$ cat src/rtl/instruction_fetch_unit.sv
// instruction_fetch_unit: fetches words over req/ack into a prefetch queue and hands them to the core with their PC
module instruction_fetch_unit #(
    parameter int          DEPTH    = 4,
    parameter logic [31:0] RESET_PC = 32'h0000_0000
) (
    input  logic        i_clk,
    input  logic        i_reset,
    input  logic        i_redirect,
    input  logic [31:0] i_redirect_pc,
    output logic        o_imem_req,
    output logic [31:0] o_imem_addr,
    input  logic        i_imem_ack,
    input  logic [31:0] i_imem_rdata,
    output logic        o_ins_valid,
    output logic [31:0] o_instruction,
    output logic [31:0] o_ins_pc,
    input  logic        i_ins_ready
);
    localparam int AW = $clog2(DEPTH);
    localparam logic [AW:0] W_DEPTH = (AW+1)'(DEPTH);

    typedef enum logic [1:0] {IDLE, WAIT, DISCARD} state_t;

    state_t        r_state, w_state_next;
    logic          r_req, w_req_next;
    logic [31:0]   r_addr, w_addr_next;
    logic [31:0]   r_fetch_pc, w_fetch_pc_next;
    logic [31:0]   r_q_ins [DEPTH];
    logic [31:0]   r_q_pc [DEPTH];
    logic [AW-1:0] r_rd, r_wr;
    logic [AW:0]   r_count, w_count_next;
    logic          w_ack, w_push, w_pop, w_space;
    logic [31:0]   w_redirect_pc;

    assign w_redirect_pc = {i_redirect_pc[31:2], 2'b00};
    assign w_ack         = i_imem_ack && r_req;
    assign w_push        = w_ack && r_state == WAIT && !i_redirect;
    assign w_pop         = o_ins_valid && i_ins_ready && !i_redirect;
    assign w_count_next  = i_redirect ? '0 : r_count + (AW+1)'(w_push) - (AW+1)'(w_pop);
    assign w_space       = w_count_next < W_DEPTH;

    assign o_imem_req    = r_req;
    assign o_imem_addr   = r_addr;
    assign o_ins_valid   = r_count != '0;
    assign o_instruction = o_ins_valid ? r_q_ins[r_rd] : '0;
    assign o_ins_pc      = o_ins_valid ? r_q_pc[r_rd] : '0;

    // Next-state: redirect wins; a fresh request starts from idle or right after an ack when the queue has room
    always_comb begin
        w_state_next    = r_state;
        w_req_next      = r_req;
        w_addr_next     = r_addr;
        w_fetch_pc_next = w_push ? r_fetch_pc + 32'd4 : r_fetch_pc;
        if (i_redirect) begin
            w_fetch_pc_next = w_redirect_pc;
            if (r_state == IDLE || w_ack) begin
                w_state_next = WAIT;
                w_req_next   = 1'b1;
                w_addr_next  = w_redirect_pc;
            end else begin
                w_state_next = DISCARD;
            end
        end else if (r_state == IDLE || w_ack) begin
            w_state_next = w_space ? WAIT : IDLE;
            w_req_next   = w_space;
            w_addr_next  = w_space ? w_fetch_pc_next : r_addr;
        end
    end

    // Fetch state, request and next fetch address registers
    always_ff @(posedge i_clk) begin
        if (!i_reset) begin
            r_state    <= IDLE;
            r_req      <= 1'b0;
            r_addr     <= RESET_PC;
            r_fetch_pc <= RESET_PC;
        end else begin
            r_state    <= w_state_next;
            r_req      <= w_req_next;
            r_addr     <= w_addr_next;
            r_fetch_pc <= w_fetch_pc_next;
        end
    end

    // Queue pointers and occupancy; a redirect empties the queue
    always_ff @(posedge i_clk) begin
        if (!i_reset || i_redirect) begin
            r_rd    <= '0;
            r_wr    <= '0;
            r_count <= '0;
        end else begin
            r_count <= w_count_next;
            if (w_push) r_wr <= r_wr + AW'(1);
            if (w_pop) r_rd <= r_rd + AW'(1);
        end
    end

    // Queue storage holds each kept word with the address it was fetched from
    always_ff @(posedge i_clk) begin
        if (i_reset && w_push) begin
            r_q_ins[r_wr] <= i_imem_rdata;
            r_q_pc[r_wr]  <= r_addr;
        end
    end
endmodule
$ cat config.mk
export PLATFORM = sky130hd
export DESIGN_NAME = instruction_fetch_unit
export DESIGN_NICKNAME = d
export VERILOG_FILES = /design/src/rtl/instruction_fetch_unit.sv
export SDC_FILE = /design/constraint.sdc
export NUM_CORES = 1
export LEC_CHECK = 0
export ABC_AREA = 1
export BUFFER_PORTS_ARGS = -buffer_cell sky130_fd_sc_hd__buf_2
export CORE_MARGIN = 2
export CORE_UTILIZATION = 30
export CTS_CLUSTER_DIAMETER = 60
export DETAILED_ROUTE_END_ITERATION = 12
export SLEW_MARGIN = 30
export SYNTH_ARGS = -nofsm -noshare
export SYNTH_HDL_FRONTEND = slang
export SYNTH_SLANG_ARGS = --single-unit
$ cat constraint.sdc
create_clock -name i_clk -period 3.7 [get_ports i_clk]
set_clock_uncertainty 0.05 [all_clocks]
set_input_delay 0.185 -clock i_clk [delete_from_list [all_inputs] [get_ports i_clk]]
set_output_delay 0.185 -clock i_clk [all_outputs]
set_load 0.1 [all_outputs]
# Word level (Yosys, flattened, before mapping)
# Memories as Yosys holds them, arrays and structs flattened. A register that Yosys moved wholly into a read port is not among the register bits.
# Cells that the tools add are included.
dict set report totals {
  out_inout_bits 98
  inputBits 69
  ram_bits 256
  mem_count 2
  ff_bits 74
  wordCells 56
}
# memory words width rd rd_ports_with_merged_regs wr line_no
set memory_table {}
lappend memory_table {r_q_ins 4 32 1 1 1 28} ;# logic [31:0] r_q_ins [DEPTH];
lappend memory_table {r_q_pc 4 32 1 1 1 29} ;# logic [31:0] r_q_pc [DEPTH];
dict set report classes {
  n_reduce_logical 16
  n_lt_le_gt_ge 1
  n_eq_ne 1
  add_sub_neg 5
  muxes 22
  bitwise_logic 1
}
# operator count
set op_table {}
lappend op_table {{two-way mux 32 bit} 8}
lappend op_table {{adder 32 x 3 -> 32 bit (second input constant)} 1}
lappend op_table {{two-way mux 2 bit} 7}
lappend op_table {{logical AND 1 bit} 6}
lappend op_table {{two-way mux 1 bit} 6}
lappend op_table {{adder 2 x 1 -> 2 bit (second input constant)} 2}
lappend op_table {{nonzero test 2 bit} 2}
lappend op_table {{adder 3 x 1 -> 3 bit} 1}
lappend op_table {{< comparator 3 bit (second input constant)} 1}
lappend op_table {{two-way mux 3 bit} 1}
lappend op_table {{nonzero test 3 bit} 1}
lappend op_table {{subtractor 3 x 1 -> 3 bit} 1}
lappend op_table {{equality test 2 x 1 -> 1 bit (second input constant)} 1}
lappend op_table {{zero test 1 bit} 2}
lappend op_table {{zero test 2 bit} 1}
lappend op_table {{logical OR 1 bit} 2}
lappend op_table {{AND reduction 2 bit} 1}
lappend op_table {{OR reduction 2 bit} 1}
lappend op_table {{NOT 1 bit} 1}

# Logic depth before layout (Yosys ltp)
dict set report logic_depth {
  word_depth 10
  mapped_depth 17
  mapped_depth_nobuf 16
}

# Worst setup path before layout
# Ideal clock, no wire load.
dict set report synth_path {
  kind {flip-flop to flip-flop}
  start {reg r_req (netlist: o_imem_req)}
  end {mem r_q_ins[0][0], enable pin}
  period_less_slack_ps 4758
  t_arrival_ps 4226
  path_buffers 1
  setup_slack_ps -1058
  t_required_ps 3168
  path_stages_with_launch 6
  setup_ps 482
  path_cell_list {dfxtp_1 nand3_1 nor2_1 buf_4 nand2_1 nor2_1}
}
dict set report synth_via {
  elab_chain_len 6
}
# item line_no
set synth_lines {}
lappend synth_lines {{from (decl)} 25} ;# logic r_req, w_req_next;
lappend synth_lines {{from (signal assigned)} 79} ;# r_req <= w_req_next;
lappend synth_lines {{logical AND 1 bit} 36} ;# assign w_ack = i_imem_ack && r_req;
lappend synth_lines {{logical AND 1 bit (2 in series)} 37} ;# assign w_push = w_ack && r_state == WAIT && !i_redirect;
lappend synth_lines {{logical AND 1 bit} 100} ;# if (i_reset && w_push) begin
lappend synth_lines {{two-way mux 1 bit} 100}
lappend synth_lines {{two-way mux 1 bit (not written as such)} 101} ;# r_q_ins[r_wr] <= i_imem_rdata;
lappend synth_lines {{to (decl)} 28}
# Every way passes these cells.

==> results.yml <==
timing:
  slew_headroom_pct: 37.6
  min_period_ns: 3.14
  final_max_slew_viol_count: 0
  finalCritPeriodShare_pct: 84.8
  worst_pin_slew_ns: 0.936
  fmax_mhz: 319
  rsz0062_at_grt: "false"
  worst_hold_slack_ns: 0.147
  setup_viol: 0
  hold_viol_final: 0
floorplan:
  die_x_um: 214
  die_area_um2: 45700
  start_util_pct: 30.5
  pin_count: 167
  rows: 76
  die_h_um: 214
  coreArea_um2: 43300
clock_tree:
  cts_buffers: 39
  insertion_delay_ns: 0.55
  cts_resized: 0
  cts.path.max_buffers: 3
  cts.clk_slew.worst_paths_ns: 0.06
  postCtsHoldBufs: 65
  cts_setup_buffers: 0
  cts_htree_levels: 2
  numClockSinks: 320
  root_buffer: "clkbuf_16"
  cts_tree: "yes"
placement:
  dp.cells: 1972
  placed_area_um2: 14700
  gp_congestion: 0.821
  portBuffers: 160
  dp_hpwl_mm: 19.6
synth:
  synth_seq_cells: 320
  synthCells: 1277
  ys_types: 38
  ys.flop_type: "edfxtp_1"
  ys_warn_count: 0
  syn-mean-instance-area_um2: 10.3
  synth_edf_count: 248
  synth.yosys.seq_area_share_pct: 67.4
  async_flop_share_pct: 0
  netlist_area_um2: 13200
critical_path:
  regToRegSetupSlack_ns: 0.58
  path_buf_inv: 3
  reg2reg_depth: 15
  cp_max_fo: 84
  r2r_start: "r_count[1]"
  cp.required_ns: 3.46
  cp-end-kind: "output pin"
  crit_path_start_kind: "flip-flop"
  crit_chain: "clkinv_2 > buf_4 > o21ai_0 > a21oi_1 > buf_2"
  slowest_stage: "buf_4"
  slowest_delay_ns: 0.62
  path_class: "flip-flop to output pin"
  path_delay_family: "buffers and inverters"
  r2r-end: "o_imem_addr[8]"
  crit_arrival_ns: 2.90
worst_hold_path:
  hp-class: "input pin to flip-flop"
  hold_depth: 6
  hold_end: "r_rd[0]"
  min_from: "i_redirect"
global_route:
  grt_pass1_vias: 9079
  grt_antenna_before_repair: 0
  gr-total-overflow: 0
  grt_max_degree: 85
  grtUsageTotal_pct: 14.5
  grt_pass1_wl_mm: 50.6
drt:
  ant_nets: 0
  drt-wirelength-per-cell_um: 16.1
  vias: 9642
  drtPass1Iterations: 5
  drc_errors: 0
  drt-initial-drc-count: 716
  wl_mm: 34.0
  vias_per_cell: 4.58
final_layout:
  design_area_um2: 16600
  nets: 1570
  n_antenna_cell: 0
  layout.cells.non_filler: 2106
  drive_gt1_share_pct: 17.1
  area_growth_pct: 26.0
power:
  power_density_nw_per_um2: 535
  ir_drop_v: 0.000473
  p_leak_nw: 6.48
run:
  max_cap_viol_count: 0
outcome:
  status: "complete, no violations"
[worst max-delay path by stage]
stage	start	end	slack [ns]	depth (start not counted)
2_1_floorplan	o_imem_req	r_q_ins[0][0]	-0.07	5
3_3_place_gp	r_count[1]	o_imem_addr[8]	0.62	15
3_5_place_dp	r_count[1]	o_imem_addr[8]	0.58	15
4_1_cts	flip-flop	o_ins_pc[17]	0.50	6
5_1_grt	r_count[1]	o_imem_addr[16]	0.33	15
6_report	flip-flop	o_ins_pc[17]	0.56	5
[logic make-up (layout without fill, tap and decap cells)]
kind of cell             count (synthesis)  after routing  share of synthesized area, %
AND/OR/NAND/NOR                        540            540                          16.9
flip-flops                             320            320                          67.4
AO/OA/AOI/OAI                          253            253                          9.84
buffers and inverters                  147            388                          4.50
adder cells (fa/ha/maj)                  8              8                         0.816
XOR/XNOR                                 7              7                         0.465
other                                    1              4                        0.0284
multiplexers                             1              1                        0.0759
[where the power goes]
group / leakage [nW] / total (mW) / internal (mW) / switching (mW)
sequential: 2.84 / 4.14 / 4.00 / 0.141
combinational: 3.00 / 0.938 / 0.215 / 0.723
clock: 0.634 / 3.82 / 2.33 / 1.49
total: 6.48 / 8.90 / 6.54 / 2.36
[cell usage after synthesis, drive strengths merged, types with 2 or more instances]
cell / n / area, µm²
o211ai: 3 / 22.5
nor2: 341 / 1320
nor3b: 4 / 30.0
clkbuf: 43 / 161
edfxtp: 248 / 7450
o21ai: 148 / 741
inv: 77 / 289
nand4: 8 / 50.1
nand2: 113 / 427
buf: 26 / 139
and2: 2 / 12.5
ha: 7 / 87.6
a21o: 3 / 22.5
xor2: 6 / 52.6
a21oi: 95 / 475
nand3: 67 / 360
nor3: 4 / 25.0
dfxtp: 72 / 1440
[through the flow]
step | util (%) | power (mW) | setup TNS, ns | worst slack (ns)
finish | 38.4 | 8.90 | 0 | 0.562
floorplan | - | 4.85 | -16.25 | -0.0655
global placement | 33.9 | 5.09 | 0 | 0.619
global route | 38.4 | 9.23 | 0 | 0.330
CTS | 38.4 | 9.02 | 0 | 0.504
detailed placement | 33.9 | 5.10 | 0 | 0.582
[cell usage in the layout, fill, tap and decap left out, types with 6 or more instances in the layout]
cell,n
dlygate4sd3_1,65
nand2_1,112
edfxtp_1,248
buf_2,160
nor2_4,6
nor2_1,329
o21ai_1,6
buf_4,10
nand4_1,8
clkbuf_16,40
a21oi_1,95
ha_1,7
dfxtp_1,70
nand3_1,65
buf_12,6
o21ai_0,142
inv_1,72
xor2_1,6
[per-layer routing]
| metal | up-vias | part of all wire [%] | GRT usage [%] |
|---|---|---|---|
| li1 | 4785 | - | - |
| met1 | 4564 | 46 | 19.1 |
| met2 | 248 | 46 | 24.1 |
| met3 | 45 | 5.2 | 3.15 |
| met4 | 0 | 2.0 | 4.07 |
| met5 | - | 0 | 0 |
[registers in the layout, summed over array words and instances (netlist names), named ones only]
signal,count
r_state,2
o_imem_addr,30
r_wr,2
r_q_ins,128
r_q_pc,120
r_count,3
o_imem_req,1
r_rd,2
r_fetch_pc,30
[layout make-up]
type | instances | area [µm²]
Fill cell | 4201 | 26600
Sequential cell | 320 | 8890
Multi-Input combinational cell | 813 | 3760
Timing Repair Buffer | 241 | 1650
Clock buffer | 49 | 1060
Tap cell | 585 | 732
Inverter | 78 | 298
Clock inverter | 20 | 230
[tightest hold or removal path, cell delays in order]
cell and delay, ns:
buf_2 0.10, clkinv_2 0.08, nand3_1 0.10, inv_2 0.05, nor2_1 0.11, nor3b_1 0.06
Note: power is estimated with default switching activity, not from simulation.
